==> src/rtl/adder_operand_loader_pkg.sv <==
// Shared definitions for the sequential operand loader: state encodings and default width.
package adder_operand_loader_pkg;

  localparam int unsigned DEFAULT_WIDTH = 4;

  // Loader FSM encoding; also driven out on the debug LED port.
  typedef enum logic [1:0] {
    S_IDLE   = 2'b00,
    S_WAIT_B = 2'b01,
    S_ADD    = 2'b10,
    S_DONE   = 2'b11
  } state_t;

  // States in which an operation is in flight.
  function automatic logic state_is_busy(input state_t s);
    return (s == S_WAIT_B) || (s == S_ADD);
  endfunction

endpackage

==> src/rtl/adder_operand_loader_rise_detect.sv <==
// Rising-edge detector for a level strobe such as a push button.
module rise_detect (
  input  logic clk,
  input  logic reset,
  input  logic in_i,
  output logic edge_c
);

  logic in_q;

  // Remember the previous level of the strobe.
  always_ff @(posedge clk or posedge reset) begin
    if (reset) begin
      in_q <= 1'b0;
    end else begin
      in_q <= in_i;
    end
  end

  // One-cycle pulse on a low-to-high transition; a held level yields a single pulse.
  assign edge_c = in_i & ~in_q;

endmodule

==> src/rtl/adder_operand_loader.sv <==
// Captures A, then B and carry-in, from a shared bus on load edges, and latches the
// external adder's {cout, s} one cycle after B is captured.
module adder_operand_loader
  import adder_operand_loader_pkg::*;
#(
  parameter int unsigned WIDTH = DEFAULT_WIDTH
) (
  input  logic             clk,
  input  logic             reset,
  input  logic             clear,
  input  logic             load,
  input  logic [WIDTH-1:0] data_in,
  input  logic             cin_in,
  input  logic [WIDTH:0]   sum_in,
  output logic [WIDTH-1:0] a,
  output logic [WIDTH-1:0] b,
  output logic             cin,
  output logic [WIDTH:0]   result,
  output logic             result_valid,
  output logic             busy,
  output logic [1:0]       state
);

  state_t           state_q;
  logic [WIDTH-1:0] a_q;
  logic [WIDTH-1:0] b_q;
  logic             cin_q;
  logic [WIDTH:0]   result_q;
  logic             result_valid_q;
  logic             busy_q;
  logic             load_edge_c;

  // Edge detector keeps running through clear so a held strobe is not re-seen afterwards.
  rise_detect u_load_rise (
    .clk    (clk),
    .reset  (reset),
    .in_i   (load),
    .edge_c (load_edge_c)
  );

  // Loader FSM with its operand/result registers; clear outranks any load edge.
  always_ff @(posedge clk or posedge reset) begin
    if (reset) begin
      state_q        <= S_IDLE;
      a_q            <= '0;
      b_q            <= '0;
      cin_q          <= 1'b0;
      result_q       <= '0;
      result_valid_q <= 1'b0;
      busy_q         <= 1'b0;
    end else if (clear) begin
      state_q        <= S_IDLE;
      a_q            <= '0;
      b_q            <= '0;
      cin_q          <= 1'b0;
      result_q       <= '0;
      result_valid_q <= 1'b0;
      busy_q         <= 1'b0;
    end else begin
      case (state_q)
        S_IDLE: begin
          if (load_edge_c) begin
            a_q     <= data_in;
            state_q <= S_WAIT_B;
            busy_q  <= state_is_busy(S_WAIT_B);
          end
        end
        S_WAIT_B: begin
          if (load_edge_c) begin
            b_q     <= data_in;
            cin_q   <= cin_in;
            state_q <= S_ADD;
            busy_q  <= state_is_busy(S_ADD);
          end
        end
        S_ADD: begin
          // Operands have been stable for a full period; any load edge here is dropped.
          result_q       <= sum_in;
          result_valid_q <= 1'b1;
          state_q        <= S_DONE;
          busy_q         <= state_is_busy(S_DONE);
        end
        S_DONE: begin
          if (load_edge_c) begin
            a_q            <= data_in;
            result_valid_q <= 1'b0;
            state_q        <= S_WAIT_B;
            busy_q         <= state_is_busy(S_WAIT_B);
          end
        end
        default: begin
          state_q <= S_IDLE;
          busy_q  <= 1'b0;
        end
      endcase
    end
  end

  assign a            = a_q;
  assign b            = b_q;
  assign cin          = cin_q;
  assign result       = result_q;
  assign result_valid = result_valid_q;
  assign busy         = busy_q;
  assign state        = state_q;

endmodule
==> config.mk <==
export PLATFORM = sky130hd
export DESIGN_NAME = adder_operand_loader
export DESIGN_NICKNAME = d
export VERILOG_FILES = /design/src/rtl/adder_operand_loader_pkg.sv /design/src/rtl/adder_operand_loader_rise_detect.sv /design/src/rtl/adder_operand_loader.sv
export SDC_FILE = /design/constraint.sdc
export NUM_CORES = 1
export LEC_CHECK = 0
export CORE_MARGIN = 1
export CORE_UTILIZATION = 38
export DETAILED_ROUTE_END_ITERATION = 7
export HOLD_SLACK_MARGIN = 0.15
export PLACE_DENSITY = 0.82
export SYNTH_ARGS = -nofsm -noshare
export SYNTH_HDL_FRONTEND = slang
export SYNTH_SLANG_ARGS = --single-unit
export TNS_END_PERCENT = 1
==> constraint.sdc <==
create_clock -name clk -period 1.31 [get_ports clk]
set_clock_uncertainty 0.15 [all_clocks]
set_input_delay 0.1965 -clock clk [delete_from_list [all_inputs] [get_ports clk]]
set_output_delay 0.1965 -clock clk [all_outputs]
set_load 0.1 [all_outputs]
After elaboration in Yosys (flattened, before gate mapping)

Cells that the tools add are included.

Register bits: 19
Input port bits: 14

Equality and inequality tests: 7
Muxes and demuxes: 20
Bitwise operators: 2
Reduce and logical (&&, ||, !) cells: 12

Operator list:

| kind               | number |
|---|---|
| $mux 4             | 5 |
| $mux 5             | 2 |
| $reduce_and 2->1   | 4 |
| $reduce_bool 2->1  | 4 |
| $mux 1             | 7 |
| $mux 2             | 3 |
| $ne 3x1->1 const B | 2 |
| $ne 3x3->1 const B | 2 |
| $pmux 2 s3         | 1 |
| $eq 2x2->1 const B | 2 |
| $pmux 1 s2         | 2 |
| $reduce_bool 3->1  | 1 |
| $reduce_or 3->1    | 1 |
| $eq 2x1->1 const B | 1 |
| $logic_not 2->1    | 1 |
| $reduce_or 2->1    | 1 |
| $and 1x1->1        | 1 |
| $not 1->1          | 1 |

Logic depth before layout (Yosys ltp)

Gate-level depths: netlist of run 1.

Word-level depth: 5
Gate-level depth with buffers: 5
Mapped depth without buffers: 5

By module

A second synthesis of run 1 with hierarchy kept.

Cell total of the unflattened synthesis: 79
Area, all modules: 935.9 µm²

Modules (own cells, without submodules):

| module               | instances | cells each | area an instance (µm²) | seq. area each (µm²) |
|---|---|---|---|---|
| adder_operand_loader | 1         | 76         | 893.4                  | 450.4 |
| rise_detect          | 1         | 3          | 42.5                   | 25.0 |

Least setup slack after synthesis of run 1

Ideal clock, no wire load.

Path kind: register to register
From: reg state_q[0] (netlist: state[0])
To: reg a_q[0] (netlist: a[0])
Setup time: 0.122 ns
Data arrival time: 1.797 ns
Required time: 1.038 ns
Slack: -0.759 ns
Stages on the path, launching flop included: 6
Clock period less this slack: 2.069 ns
Path through: dfrtp_1 -> inv_1 -> ha_1 -> nand3b_2 -> mux2i_1 -> nor2_1

Longest elaborated chain between the ends: 4
Elaborated cells between the ends (all ways): 5
Classes of those cells: eq/ne (1); reduce/logical (4)

RTL lines:

| what                                          | line                       | source |
|---|---|---|
| start: declaration                            | adder_operand_loader.sv:24 | `state_t state_q;` |
| start signal: assignment                      | adder_operand_loader.sv:44 | `state_q <= S_IDLE;` |
| start signal: assignment                      | adder_operand_loader.sv:52 | `state_q <= S_IDLE;` |
| start signal: assignment                      | adder_operand_loader.sv:64 | `state_q <= S_WAIT_B;` |
| $eq 2x2->1 or $logic_not 2->1 (tied branches) | adder_operand_loader.sv:60 | `case (state_q)` |
| $reduce_or 2->1 (no line) *                   | --                         |  |
| $reduce_bool 2->1 (no line) *                 | --                         |  |
| $reduce_and 2->1 (no line) *                  | --                         |  |
| end signal: assignment                        | adder_operand_loader.sv:63 | `a_q <= data_in;` |
| end signal: assignment                        | adder_operand_loader.sv:85 | `a_q <= data_in;` |
| end: declaration                              | adder_operand_loader.sv:25 | `logic [WIDTH-1:0] a_q;` |

Mark *: on every way between the ends. The rest lies on a longest branch, timed or not.
A chain may end at the register's enable or synchronous reset.

Worst setup path after layout of run 1

From: reg state_q[0] (netlist: state[0])
To: out state[0]

RTL lines:

| what             | line                       | source |
|---|---|---|
| end: declaration | adder_operand_loader.sv:21 | `output logic [1:0] state` |

No word-level cell between the ends.

==> metrics.txt, run 1 <==
Die Wd=48.5 um; syn avg cell area=11.8 um^2; syn_nets=87; I/O Buffers=31; Worst-Margin Slew=0.302 ns; post-detail-place hpwl=1.52 mm; synth unique cells=13; Placed Instance Area=1420 um^2; crit path buf inv count=2; synthesis-to-finish area growth=79.0%; cell taking the most area after synthesis=dfrtp_1; ys flop type=dfrtp_1; Final Instance Area=1470 um^2; # diodes=0; worst hold path class=input port to flop; gr usage total=20.1%; CP required=0.96 ns; critical path launch point type=flop; CTS clock-pin slew for the worst setup and hold paths=0.11 ns; EDFF count, synth=0; Slew headroom=79.8%; post-placement setup slack=-0.230 ns; run status=finished, violations left; RSZ-0062 raised after global routing=yes; DR WL/cell=14.4 um; first-pass GRT wire length=3.46 mm; placer congestion estimate=0.714; Tot Pwr=3.02 mW; most frequent cell after synthesis=dfrtp_1; failing checks=setup timing; crit-path cells=buf_6 > buf_12; first drt pass iteration count=4; dominant cells by area after synthesis=dfrtp_1 58%, mux2i_1 17%, nor2_1 6.4%, ha_1 4.6%, nand3b_2 2.7%; Vias/cell=4.88; Crit path max-delay family=flip-flops; CTS sink count=19; slack of the critical path=-0.153 ns; Layout Nets=128; Core Rows=16; Synth top area share=57.8%; R2R setup slack=-0.13 ns; Yosys reg bits=19; maximum vdd drop=0.00124 V; Core Region=2000 um^2; sequential area share after synthesis=57.8%; largest net degree at the start of global routing=20; Max clock buf depth=2; Die ar.=2360 um^2; Tcrit/Tclk final=112%; CTS tree=done; kind of critical path=flop to output port; Tmin final=1.46 ns; Clk Tree Root Cell=clkbuf_4; FF-to-FF path depth=5; Slew Limit Fails=0; grt ovf=0; Detail Route Antenna Nets=0; pwr/cell area=2050 nW/um^2; FF-to-FF Start=state[0]; initial antenna violation count=0; Num CTS Buffers=3; Setup violations, final=17; CP Depth=2; Die Y=48.5 um; Max Freq=684 MHz; Post-Syn Instances=70; Final Util=73.6%; Setup crit end=state[0]; Hold Path Stages=3; Remaining DRCs=0; Yosys warnings=0; CTS H-tree lvls=1; Max-Cap Viols=0; initial core utilization=41.1%; drt first-iter violations=3; Async SR Flop Fraction=100%; IO Count=32; Crit-path slowest cell=dfrtp_4; final-report hold violation count=0; vias in the first global route=710; fraction of layout cells with a size suffix above 1=34.5%; clk_lat worst skew=0.30 ns; static leakage=0.727 nW; worst r2r dst=a[1]; crit end category=output port; max incr delay on CP=0.53 ns; crit path from=state[0]; Vias=668; fillers=136; Detailed Route WL=1.98 mm; crit path max fanout=5; top post-synthesis cells by count=19 x dfrtp_1, 14 x mux2i_1, 14 x nor2_1; crit path DAT=1.12 ns; cell area after synthesis=823 um^2
## where the power goes
group | internal, mW | total, mW | leakage, nW | switching [mW]
clock | 0.114 | 0.301 | 0.0177 | 0.186
combinational | 0.762 | 1.87 | 0.456 | 1.11
sequential | 0.708 | 0.848 | 0.254 | 0.140
total | 1.58 | 3.02 | 0.727 | 1.44
## cells in the final DEF (no fill, tap or decap), drive strengths merged
cell           count
o21bai             1
clkdlybuf4s50     13
dfrtp             19
nand3b             2
dlygate4sd3        1
clkbuf             3
nand2              3
buf               25
a211oi             1
inv                4
nor2              14
a21o               2
a21oi              3
ha                 3
mux2i             14
nand2b             1
clkinv             1
## tightest hold or removal path, delay by kind of cell
| kind | cells | cell delay [ns] |
|---|---|---|
| buf+inv | 1 | 0.39 |
| mux | 1 | 0.13 |
| simple gates | 1 | 0.05 |
## state kept, by name, indices dropped and copies added, names as in the netlist
signal / count
result: 5
a: 4
b: 4
state: 2
busy: 1
cin: 1
result_valid: 1
u_load_rise.in_q: 1
## worst min path at each step
stage	startpoint	to	slack (ns)
after detailed placement	reset	result[4]	0.40
after CTS	sum_in[1]	result[1]	0.34
final	sum_in[1]	result[1]	0.35
after floorplan	reset	a[0]	-0.002
after global placement	reset	result[4]	0.38
after global routing	cin_in	cin	0.36
## metrics by stage
stage	hold WS, ns	TNS (ns)	cells
detailed placement	0.400	-2.50	131
finish	0.347	-1.57	137
floorplan	-0.00233	-3.49	70
global route	0.363	-2.50	137
global placement	0.382	-2.08	131
CTS	0.344	-1.68	137
## repair_timing
item,in CTS,in global routing
pin swaps,1,2
hold endpoints to repair,19,0
gates resized for setup,2,1
hold buffers,1,0
gates cloned,0,0
setup endpoints to repair,16,21
buffers inserted,1,0
## routing by layer
layer,wire [um],vias up,global-route usage (%)
met2,1090,21,34.5
li1,-,315,-
met1,770,326,23.0
met3,63,6,4.09
met4,55,0,12.3
met5,0,-,0
## final cells by class
cell class	instances	area, um^2	area share [%]
inverter	4	15.0	1.02
tap	27	33.8	2.29
clock inverter	1	5.00	0.340
multi-input combinational	44	354	24.0
timing repair buffer	39	561	38.0
clock buffer	3	22.5	1.53
sequential	19	483	32.8
## logic make-up after synthesis
logic type | Yosys count | share of synthesized area, %
compound gates | 7 | 5.47
fa+ha+maj | 3 | 4.56
mux | 14 | 17.0
flops | 19 | 57.8
buf+inv | 7 | 3.65
simple gates | 20 | 11.6
Power figures use the tool's default switching activity.
==> run 2, diff against run 1 <==
HOLD_SLACK_MARGIN = 0.1   (was 0.15)
==> results of run 2 <==
No change in the layout: final DEF, timing and power equal those of run 1.
==> patch 1, RTL diff (config.mk and constraints of run 2) <==
Put one more register stage on the output `state`, without a reset. The value now appears one clock later. The other outputs are not delayed to match.
--- a/src/rtl/adder_operand_loader.sv
+++ b/src/rtl/adder_operand_loader.sv
@@ -103,5 +103,7 @@
   assign result_valid = result_valid_q;
   assign busy         = busy_q;
-  assign state        = state_q;
+  always_ff @(posedge clk) begin
+    state <= state_q;
+  end
 
 endmodule
Function: changed (Yosys sat finds a counterexample within 4 cycles, from zero or initial values and one cycle with reset high).
==> patch 1 against run 2 <==
The flow still finishes with violations (setup timing); area after synthesis is 4.9% higher; hold slack better by 0.015 ns; critical endpoint is now a[1]; routed wire length is 3.4% lower; sequential power is 12% higher; global-route usage is 3.3 points lower; sequential share of layout area is 1.6 points higher; non-clock buffer count is 1 lower; sequential cell count is 2 higher; power is 5.2% higher; die area is 4.7% higher; final area is 2.4% higher; setup slack better by 0.089 ns.
==> patch 1: results <==
export IMPL_min_path_cells=3
export IMPL_crit_slowest_cell="dfrtp_2"
export IMPL_dr_pass1_iters=3
export IMPL_totalWireLength_mm=1.91
export IMPL_yosysWarnings=0
export IMPL_peakVddDrop_uv=1510
export IMPL_violations="setup timing"
export IMPL_tightestPinTransition_ns=0.300
export IMPL_synthArstFlopShare=0.905
export IMPL_cp_max_fo=4
export IMPL_diodes=0
export IMPL_clk_path_buf_depth=2
export IMPL_cts_resized=10
export IMPL_synth_area_top_cells="dfrtp_1 55%, mux2i_1 16%, nor2_1 6.1%, dfxtp_1 4.6%, ha_1 4.3%"
export IMPL_syn_nets=89
export IMPL_grt_overflow_total=0
export IMPL_post_dp_hpwl_mm=1.38
export IMPL_fin_ws_ns=-0.0637
export IMPL_drt_iter0_markers=2
export IMPL_gp_congestion=0.674
export IMPL_grt_max_degree=20
export IMPL_largest_reg_flops=5
export IMPL_tns_ns=-0.370
export IMPL_comb_power_mw=1.93
export IMPL_critPathMaxStageDelay_ns=0.44
export IMPL_hold_buffers=1
export IMPL_fin_cells=138
export IMPL_grt_pass1_vias=651
export IMPL_nNetsFinal=129
export IMPL_post_cts_buffers=1
export IMPL_leakage_nw=0.739
export IMPL_status="complete, but fails checks"
export IMPL_synth_cells_most_frequent="19 x dfrtp_1, 14 x mux2i_1, 14 x nor2_1, 4 x inv_1"
export IMPL_grt_usage=0.168
export IMPL_path_clk_slew_ns=0.12
export IMPL_drive_above_1_share=0.351
export IMPL_worstSkewPairLatency_ns=0.29
export IMPL_hold_class="in2reg"
export IMPL_r2r_cells=5
export IMPL_synth_cell_types=14
export IMPL_syn_inst=72
export IMPL_p_sw_frac=0.469
export IMPL_antenna_found_initial=0
export IMPL_cts_root_buf="clkbuf_4"
export IMPL_grt_pass1_wl_mm=3.06
export IMPL_htree_levels=1
export IMPL_synth_seq_area_share=0.597
export IMPL_arrival_ns=1.42
export IMPL_powerClk_mw=0.302
export IMPL_cts_made_buffers=3
export IMPL_place_port_buffers=31
export IMPL_placed_cell_area_um2=1410
export IMPL_vias_per_cell=4.72
export IMPL_setup_viol=7
[patch 1: changes by cell type in the layout (fill, tap and decap cells not counted), sizes merged]
cell   delta
buf       -1
dfxtp     +2
[patch 1: worst max-delay path: cells and delay by family (launching register included)]
kind | cells | cell delay [ns]
AND/OR/NAND/NOR | 2 | 0.17
buffers and inverters | 1 | 0.06
adder cells (fa/ha/maj) | 1 | 0.28
multiplexers | 1 | 0.17
flip-flops | 1 | 0.44
[patch 1: routing by layer]
metal  share of wire  vias up  track usage
met5               0        -            0
met4           0.012        0       0.0571
met1            0.43      315        0.200
met2            0.52       19        0.295
met3           0.045        2       0.0370
li1                -      315            -
[patch 1: metrics by stage]
| stage | setup WS (ns) | utilization | total power [mW] |
|---|---|---|---|
| CTS | -0.0619 | 0.739 | 3.19 |
| finish | -0.0637 | 0.739 | 3.18 |
| global route | -0.143 | 0.739 | 3.32 |
| detailed placement | -0.241 | 0.691 | 2.73 |
| floorplan | -0.120 | - | 2.02 |
| global placement | -0.143 | 0.691 | 2.69 |
[patch 1: final cells by class]
cell class                 count  area (um^2)
multi-input combinational     44          364
timing repair buffer          38          549
inverter                       4         15.0
sequential                    21          519
clock inverter                 1         5.00
clock buffer                   3         22.5
tap                           27         33.8
fill                         150          533
[patch 1: cells by family after synthesis]
logic type      share of synthesized area
fa+ha+maj                          0.0435
simple gates                        0.110
flops                               0.597
mux                                 0.162
buf+inv                            0.0348
compound gates                     0.0522
[patch 1: path summary, 6_finish.rpt]
kind                                 start    endpoint  slack, ns
worst min register to register  state_q[1]    state[1]       0.43
worst max-delay path            state_q[0]        a[1]      -0.06
worst min-delay path             sum_in[4]   result[4]       0.36
min in group asynchronous            reset        b[2]       0.64
max in group asynchronous            reset  state_q[0]       0.14
worst max register to register  state_q[0]        a[1]      -0.06
==> patch 2, RTL diff (config.mk and constraints of run 2) <==
Without the edit above. Set the package constant `DEFAULT_WIDTH` to 6 (it was 4).
--- a/src/rtl/adder_operand_loader_pkg.sv
+++ b/src/rtl/adder_operand_loader_pkg.sv
@@ -2,5 +2,5 @@
 package adder_operand_loader_pkg;
 
-  localparam int unsigned DEFAULT_WIDTH = 4;
+  localparam int unsigned DEFAULT_WIDTH = 6;
 
   // Loader FSM encoding; also driven out on the debug LED port.
Ports: changed (5 resized); port bits go from 32 to 42. No check against the original RTL was run, so the function may have changed too.
==> patch 2 against run 2 <==
The flow still finishes with violations (setup timing); critical endpoint is now state[1]; routed wire length up 35%; final area up 29%; register-to-register slack worse by 0.05 ns; sequential power up 29%; power up 25%; sequential cell count up 6; largest power group unchanged; non-clock buffer count up 10; combinational power up 24%; setup slack worse by 0.042 ns; area after synthesis up 28%.
==> patch 2: results <==
export IMPL_status="complete, but fails checks"
export IMPL_violations="setup timing"
export IMPL_syn_nets=118
export IMPL_fin_cells=176
export IMPL_grt_usage=0.209
export IMPL_p_int_mw=1.96
export IMPL_leakage_nw=0.859
export IMPL_place_port_buffers=41
export IMPL_tightestPinTransition_ns=0.303
export IMPL_grt_max_degree=26
export IMPL_synth_compound_area_frac=0.0758
export IMPL_synth_seq_area_share=0.592
export IMPL_synth_cell_types=17
export IMPL_grt_util_met1=0.222
export IMPL_drt_iter0_markers=17
export IMPL_vias=888
export IMPL_cp_endpoint="state[1]"
export IMPL_met3_usage=0.0583
export IMPL_post_dp_hpwl_mm=1.99
export IMPL_fin_ws_ns=-0.194
export IMPL_drive_above_1_share=0.322
export IMPL_setup_viol=31
export IMPL_worstSkewPairLatency_ns=0.33
export IMPL_path_clk_slew_ns=0.15
export IMPL_start_util=0.415
patch 2: changes by cell type in the layout (fill, tap and decap cells not counted), sizes merged:
| cell | before | now |
|---|---|---|
| nor2 | 14 | 13 |
| mux2i | 14 | 13 |
| buf | 25 | 31 |
| clkinvlp | 0 | 1 |
| nand2 | 3 | 17 |
| and3b | 0 | 1 |
| dfrtp | 19 | 25 |
| clkdlybuf4s50 | 13 | 17 |
| clkinv | 1 | 0 |
| a21oi | 3 | 10 |
patch 2: metal layers:
metal	up-vias	wire (um)
met4	0	63
met2	35	1470
met1	433	988
met5	-	0
met3	4	162
li1	416	-
patch 2: metrics by stage:
stage	area, um^2	worst slack (ns)
6_report	1900	-0.194
5_1_grt	1900	-0.238
4_1_cts	1880	-0.193
3_5_place_dp	1820	-0.306
3_3_place_gp	1820	-0.201
2_1_floorplan	1090	-0.277
patch 2: cell type report:
class	count	area (um^2)
Timing Repair Buffer	49	746
Fill cell	176	641
Sequential cell	25	633
Multi-Input combinational cell	64	443
Tap cell	30	37.5
Clock buffer	3	22.5
Inverter	4	15.0
Clock inverter	1	7.51
patch 2: logic make-up (layout without fill, tap and decap cells):
group,after synthesis,after routing
fa+ha+maj,3,3
simple gates,34,34
mux,13,13
flops,25,25
buf+inv,8,57
compound gates,14,14
patch 2: worst min path at each step:
stage	start	to	slack [ns]
final	data_in[4]	b[4]	0.28
after global routing	data_in[4]	b[4]	0.28
after CTS	data_in[4]	b[4]	0.26
after detailed placement	reset	a[2]	0.40
after global placement	reset	a[1]	0.39
after floorplan	reset	a[0]	0.07
patch 2: power groups by stage:
stage               Clock (mW)  Sequential (mW)  Combinational, mW
floorplan                    0             1.98              0.443
global placement             0             1.08               2.20
detailed placement           0             1.09               2.24
CTS                      0.375             1.08               2.28
global route             0.401             1.11               2.41
finish                   0.366             1.09               2.31
patch 2: worst max-delay path: stages (launching register included):
cell and delay (ns):
dfrtp_4 0.53, buf_6 0.13, buf_12 0.15
patch 2: what timing repair did:
action | in CTS | in global routing
endpoints found under the hold margin | 25 | 0
pin swaps | 7 | 3
setup endpoints to repair | 37 | 48
hold buffers | 1 | 0
resized for setup | 4 | 5
buffers inserted | 1 | 0
